[config.mk]
export PLATFORM = sky130hd
export DESIGN_NAME = instr_fetch_ctrl
export DESIGN_NICKNAME = d
export VERILOG_FILES = /design/src/rtl/instr_fetch_ctrl.sv
export SDC_FILE = /design/constraint.sdc
export NUM_CORES = 1
export LEC_CHECK = 0
export ABC_AREA = 0
export BUFFER_PORTS_ARGS = -buffer_cell sky130_fd_sc_hd__buf_4
export CORE_MARGIN = 2
export CORE_UTILIZATION = 51
export DETAILED_ROUTE_END_ITERATION = 6
export PLACE_DENSITY = 0.88
export SLEW_MARGIN = 20
export SYNTH_ARGS = -nofsm -noshare
export SYNTH_HDL_FRONTEND = slang
export SYNTH_SLANG_ARGS = --single-unit
[constraint.sdc]
create_clock -name clk -period 3.5 [get_ports clk]
set_clock_uncertainty 0.2 [all_clocks]
set_input_delay 0.7 -clock clk [delete_from_list [all_inputs] [get_ports clk]]
set_output_delay 0.7 -clock clk [all_outputs]
set_load 0.01 [all_outputs]
[src/rtl/instr_fetch_ctrl.sv]
// Multi-cycle fetch/decode/control sequencer for the 16-bit CPU.
// Owns PC and IR and produces the memory, register-write and PC-update strobes.
module instr_fetch_ctrl #(
    parameter logic [15:0] RESET_PC = 16'h0000
) (
    input  logic        clk,
    input  logic        reset,
    input  logic [15:0] mem_rdata,
    input  logic [15:0] src_data,
    input  logic        cond_true,
    output logic [15:0] mem_addr,
    output logic        mem_we,
    output logic [3:0]  rsrc_field,
    output logic [3:0]  rdst_field,
    output logic [7:0]  imm_field,
    output logic [3:0]  cond_field,
    output logic [7:0]  alu_op,
    output logic        imm_sel,
    output logic        reg_wen,
    output logic [1:0]  wb_sel,
    output logic [15:0] pc,
    output logic [2:0]  state
);

    localparam int unsigned DW = 16;
    localparam int unsigned IW = 8;

    localparam logic [1:0] WB_ALU = 2'b00;
    localparam logic [1:0] WB_MEM = 2'b01;
    localparam logic [1:0] WB_PC  = 2'b10;

    typedef enum logic [2:0] {
        S_FETCH = 3'd0,
        S_LATCH = 3'd1,
        S_EXEC  = 3'd2,
        S_MEMRD = 3'd3
    } state_t;

    state_t          state_q;
    logic [DW-1:0]   pc_q;
    logic [DW-1:0]   ir_q;

    // Instruction class decode from the latched IR
    logic [3:0]      op;
    logic [3:0]      ext;
    logic            is_mem_grp;
    logic            is_load;
    logic            is_stor;
    logic            is_jal;
    logic            is_jcond;
    logic            is_bcond;
    logic            is_reg_alu;
    logic            is_imm_alu;
    logic            is_cmp;
    logic            is_cmpi;
    logic [DW-1:0]   imm_sext;

    always_comb begin
        op         = ir_q[15:12];
        ext        = ir_q[7:4];
        is_mem_grp = (op == 4'b0100);
        is_load    = is_mem_grp && (ext == 4'b0000);
        is_stor    = is_mem_grp && (ext == 4'b0100);
        is_jal     = is_mem_grp && (ext == 4'b1000);
        is_jcond   = is_mem_grp && (ext == 4'b1100);
        is_bcond   = (op == 4'b1100);
        is_reg_alu = (op == 4'b0000) || (op == 4'b1000);
        is_imm_alu = !((op == 4'b0000) || (op == 4'b0100) ||
                       (op == 4'b1000) || (op == 4'b1100));
        is_cmp     = (op == 4'b0000) && (ext == 4'b1011);
        is_cmpi    = (op == 4'b1011);
        imm_sext   = {{(DW-IW){ir_q[7]}}, ir_q[7:0]};
    end

    // Sequencer state, PC and IR
    always_ff @(posedge clk) begin
        if (reset) begin
            state_q <= S_FETCH;
            pc_q    <= RESET_PC;
            ir_q    <= '0;
        end else begin
            case (state_q)
                S_FETCH: state_q <= S_LATCH;
                S_LATCH: begin
                    ir_q    <= mem_rdata;
                    pc_q    <= pc_q + DW'(1);
                    state_q <= S_EXEC;
                end
                S_EXEC: begin
                    state_q <= is_load ? S_MEMRD : S_FETCH;
                    // pc already points past this instruction here
                    if (is_jal || (is_jcond && cond_true)) begin
                        pc_q <= src_data;
                    end else if (is_bcond && cond_true) begin
                        pc_q <= pc_q + imm_sext;
                    end
                end
                S_MEMRD: state_q <= S_FETCH;
                default: state_q <= S_FETCH;
            endcase
        end
    end

    // Strobes follow the current state; reset squashes any write in flight
    always_comb begin
        mem_addr = pc_q;
        mem_we   = 1'b0;
        reg_wen  = 1'b0;
        imm_sel  = 1'b0;
        wb_sel   = WB_ALU;
        case (state_q)
            S_EXEC: begin
                if (is_reg_alu) begin
                    reg_wen = !is_cmp;
                end else if (is_imm_alu) begin
                    imm_sel = 1'b1;
                    reg_wen = !is_cmpi;
                end else if (is_load) begin
                    mem_addr = src_data;
                end else if (is_stor) begin
                    mem_addr = src_data;
                    mem_we   = 1'b1;
                end else if (is_jal) begin
                    reg_wen = 1'b1;
                    wb_sel  = WB_PC;
                end
            end
            S_MEMRD: begin
                mem_addr = src_data;
                reg_wen  = 1'b1;
                wb_sel   = WB_MEM;
            end
            default: ;
        endcase
        if (reset) begin
            mem_we  = 1'b0;
            reg_wen = 1'b0;
        end
    end

    assign rsrc_field = ir_q[3:0];
    assign rdst_field = ir_q[11:8];
    assign imm_field  = ir_q[7:0];
    assign cond_field = ir_q[11:8];
    assign alu_op     = {ir_q[15:12], ir_q[7:4]};
    assign pc         = pc_q;
    assign state      = state_q;

endmodule

==> results.sh <==
export IMPL_critPathArrivalTime_ns=2.17
export IMPL_period_share_pct=87.8
export IMPL_syn_area_mm2=0.00288
export IMPL_intPower_mw=0.751
export IMPL_maxSlewHeadroom_pct=50.2
export IMPL_n_antenna_cell=0
export IMPL_setup_tns_ns=0
export IMPL_switching_share_pct=31.7
export IMPL_drc=0
export IMPL_power_frac_comb_pct=25.8
export IMPL_fillCellCount=465
export IMPL_coreArea_mm2=0.00547
export IMPL_crit_path_frequent_cell="buf_4"
export IMPL_row_count=27
export IMPL_routed_wl_um=8810
export IMPL_drive_gt1_share_pct=29.6
export IMPL_cts_buffers=5
export IMPL_crit_required_ns=2.60
export IMPL_finalSetupViolCount=0
export IMPL_reg2reg_from="ir_q[7]"
export IMPL_io_buffers=101
export IMPL_crit_chain="buf_4, nor2_1, o21ai_1, buf_4, mux2_2, buf_4"
export IMPL_die_area_mm2=0.00627
export IMPL_grt_max_degree=39
export IMPL_async_flop_share_pct=0
export IMPL_grtUsageMet1_pct=34.9
export IMPL_stdcell_count=548
export IMPL_ys_warn_count=0
export IMPL_utilization_pct=67.9
export IMPL_overflow=0
export IMPL_critPathKind="register to primary output"
export IMPL_worst_pin_slew_ns=0.748
export IMPL_cap_violations=0
export IMPL_yosys_top_cells_area="dfxtp_1 24%, a21oi_1 7.8%, nand2_1 7.8%"
export IMPL_ctsHoldBuffers=0
export IMPL_ys_flop_type="dfxtp_1"
export IMPL_grt_pass1_wl_um=14300
export IMPL_syn_to_final_growth_pct=29.0
export IMPL_ys_types=61
export IMPL_met3_usage_pct=6.14
export IMPL_crit_path_top_delay_cell="dfxtp_1"
export IMPL_cts_sinks=34
export IMPL_switching_power_mw=0.349
export IMPL_ys_top_cells_by_count="60 x nand2_1, 45 x a21oi_1, 34 x dfxtp_1"
export IMPL_regToRegSetupSlack_ns=0.57
export IMPL_met2_usage_pct=47.8
export IMPL_grt_busiest_layer="met2"
export IMPL_power_density_mw_per_mm2=296
export IMPL_cts_resized=0
export IMPL_antenna_found_initial=0
export IMPL_synth_edf_count=0
export IMPL_period_needed_ns=3.07
export IMPL_synth_area_per_cell_um2=7.31
export IMPL_leakagePower_nw=1.64
export IMPL_grt_total_usage_pct=28.5
export IMPL_critPathMaxFanout=12
export IMPL_die_h_um=79.2
export IMPL_synth_most_common_cell="nand2_1"
export IMPL_clkLatencyLatePin_ns=0.29
export IMPL_min_to="ir_q[10]"
export IMPL_cts_tree="done"
export IMPL_vias=3298
export IMPL_syn_inst=394
export IMPL_htree_levels=2
export IMPL_dp_cells=540
export IMPL_io_pins=103
export IMPL_cp_start_kind="register"
export IMPL_vias_per_cell=6.02
export IMPL_status="complete, no violations"
export IMPL_hold_viol=0
export IMPL_ys_ff_latch=34
export IMPL_max_freq_mhz=326
export IMPL_gp_congestion=0.967
export IMPL_start_util_pct=52.7
export IMPL_grt_pass1_vias=2954
export IMPL_hpwl_um=6430
export IMPL_ant_nets=0
export IMPL_drtIter0Drc=294
export IMPL_multiInputGateArea_mm2=0.00197
export IMPL_rsz0062_at_grt="false"
export IMPL_reg2reg_depth=8
export IMPL_hold_depth=2
export IMPL_syn_nets=446
export IMPL_clockBufferDepth=2
export IMPL_hp_start="ir_q[10]"
export IMPL_crit_path_end_kind="primary output"
export IMPL_cpPeakStageDelay_ns=0.62
export IMPL_fp_dieW_um=79.2
export IMPL_cts_setup_buffers=0
export IMPL_synth_top_area_share_pct=23.6
export IMPL_regArea_um2=681
export IMPL_ctsRootBufferMaster="clkbuf_8"
export IMPL_seq_area_frac_synth_pct=23.6
export IMPL_first_pass_iters=5
export IMPL_peakVddDrop_v=0.000282
export IMPL_fin_nets=527
export IMPL_finalMaxSlewViolations=0
export IMPL_design_power_total_mw=1.10
export IMPL_power_frac_clock_pct=34.3
export IMPL_r2r_end="pc[15]"
export IMPL_min_path_type="register to register"
export IMPL_clk_pin_slew_ns=0.08
export IMPL_synth_area_leader_cell="dfxtp_1"
export IMPL_pwr_share_seq_pct=39.9
export IMPL_post_drt_wl_per_cell_um=16.1
==> power by group through the flow <==
stage          clock, mW  sequential [mW]  combinational (mW)
2_1_floorplan          0            0.445               0.167
3_3_place_gp           0            0.446               0.275
3_5_place_dp           0            0.447               0.281
4_1_cts            0.382            0.439               0.283
5_1_grt            0.399            0.443               0.311
6_report           0.377            0.439               0.284
==> registers in the layout, summed over array words and instances (netlist names) <==
| name | count |
|---|---|
| pc | 16 |
| state | 2 |
| ir_q | 16 |
==> metal layers <==
layer	routed length, um	vias up
li1	-	1576
met1	3560	1494
met2	4150	199
met3	799	29
met4	305	0
met5	0	-
==> worst max-delay path: cells and delay by family, from the launching register on <==
| family | cells | cell delay [ns] |
|---|---|---|
| flip-flops | 1 | 0.62 |
| AO/OA/AOI/OAI | 1 | 0.19 |
| multiplexers | 1 | 0.36 |
| buffers and inverters | 3 | 0.64 |
| AND/OR/NAND/NOR | 1 | 0.06 |
==> area by class of cell <==
type	instances	share of cell area, %
clock buffers	5	1.85
flip-flops and latches	34	18.3
repair buffers	111	22.4
multi-input cells	316	53.1
well taps	72	2.42
clock inverters	3	1.21
inverters	7	0.707
==> worst max path at each step <==
stage / slack, ns / cells after the start / to / from
3_3_place_gp: 0.69 / 9 / pc[14] / pc[0]
5_1_grt: 0.22 / 7 / mem_addr[2] / ir_q[4]
2_1_floorplan: 0.58 / 5 / mem_addr[10] / ir_q[7]
3_5_place_dp: 0.64 / 9 / pc[14] / pc[0]
4_1_cts: 0.46 / 6 / mem_addr[2] / ir_q[7]
6_report: 0.43 / 6 / mem_addr[2] / ir_q[7]
==> cell families (layout without fill, tap and decap cells) <==
| group | after synthesis | after routing | share of synthesized area [%] |
|---|---|---|---|
| AND/OR/NAND/NOR | 155 | 155 | 25.4 |
| other | 1 | 1 | 0.130 |
| buffers and inverters | 44 | 126 | 7.90 |
| flip-flops | 34 | 34 | 23.6 |
| XOR/XNOR | 14 | 14 | 4.26 |
| AO/OA/AOI/OAI | 111 | 111 | 24.1 |
| multiplexers | 18 | 18 | 6.95 |
| adder cells (fa/ha/maj) | 17 | 17 | 7.64 |
==> stage by stage <==
step	worst slack, ns	hold slack [ns]	cell area [um^2]
floorplan	0.584	0.293	2880
global placement	0.694	0.261	3600
detailed placement	0.635	0.266	3600
CTS	0.458	0.282	3720
global route	0.221	0.310	3720
finish	0.428	0.281	3720
==> cells in the final DEF, fill, tap and decap left out, types with 3 or more instances in the layout <==
master	count
a21o_1	4
clkbuf_8	5
nand2b_1	3
a21oi_1	45
a211oi_1	7
xnor2_1	4
nor2_1	31
nor3_1	13
a31oi_1	8
nand2_1	60
xor2_1	10
nand4_1	4
o21ai_0	19
mux2_2	16
and3_1	5
dfxtp_1	34
ha_1	16
nand3_1	15
a32oi_1	3
inv_1	7
nor3b_1	3
o21bai_1	3
buf_4	111
nor2b_1	6
Power figures use the tool's default switching activity.
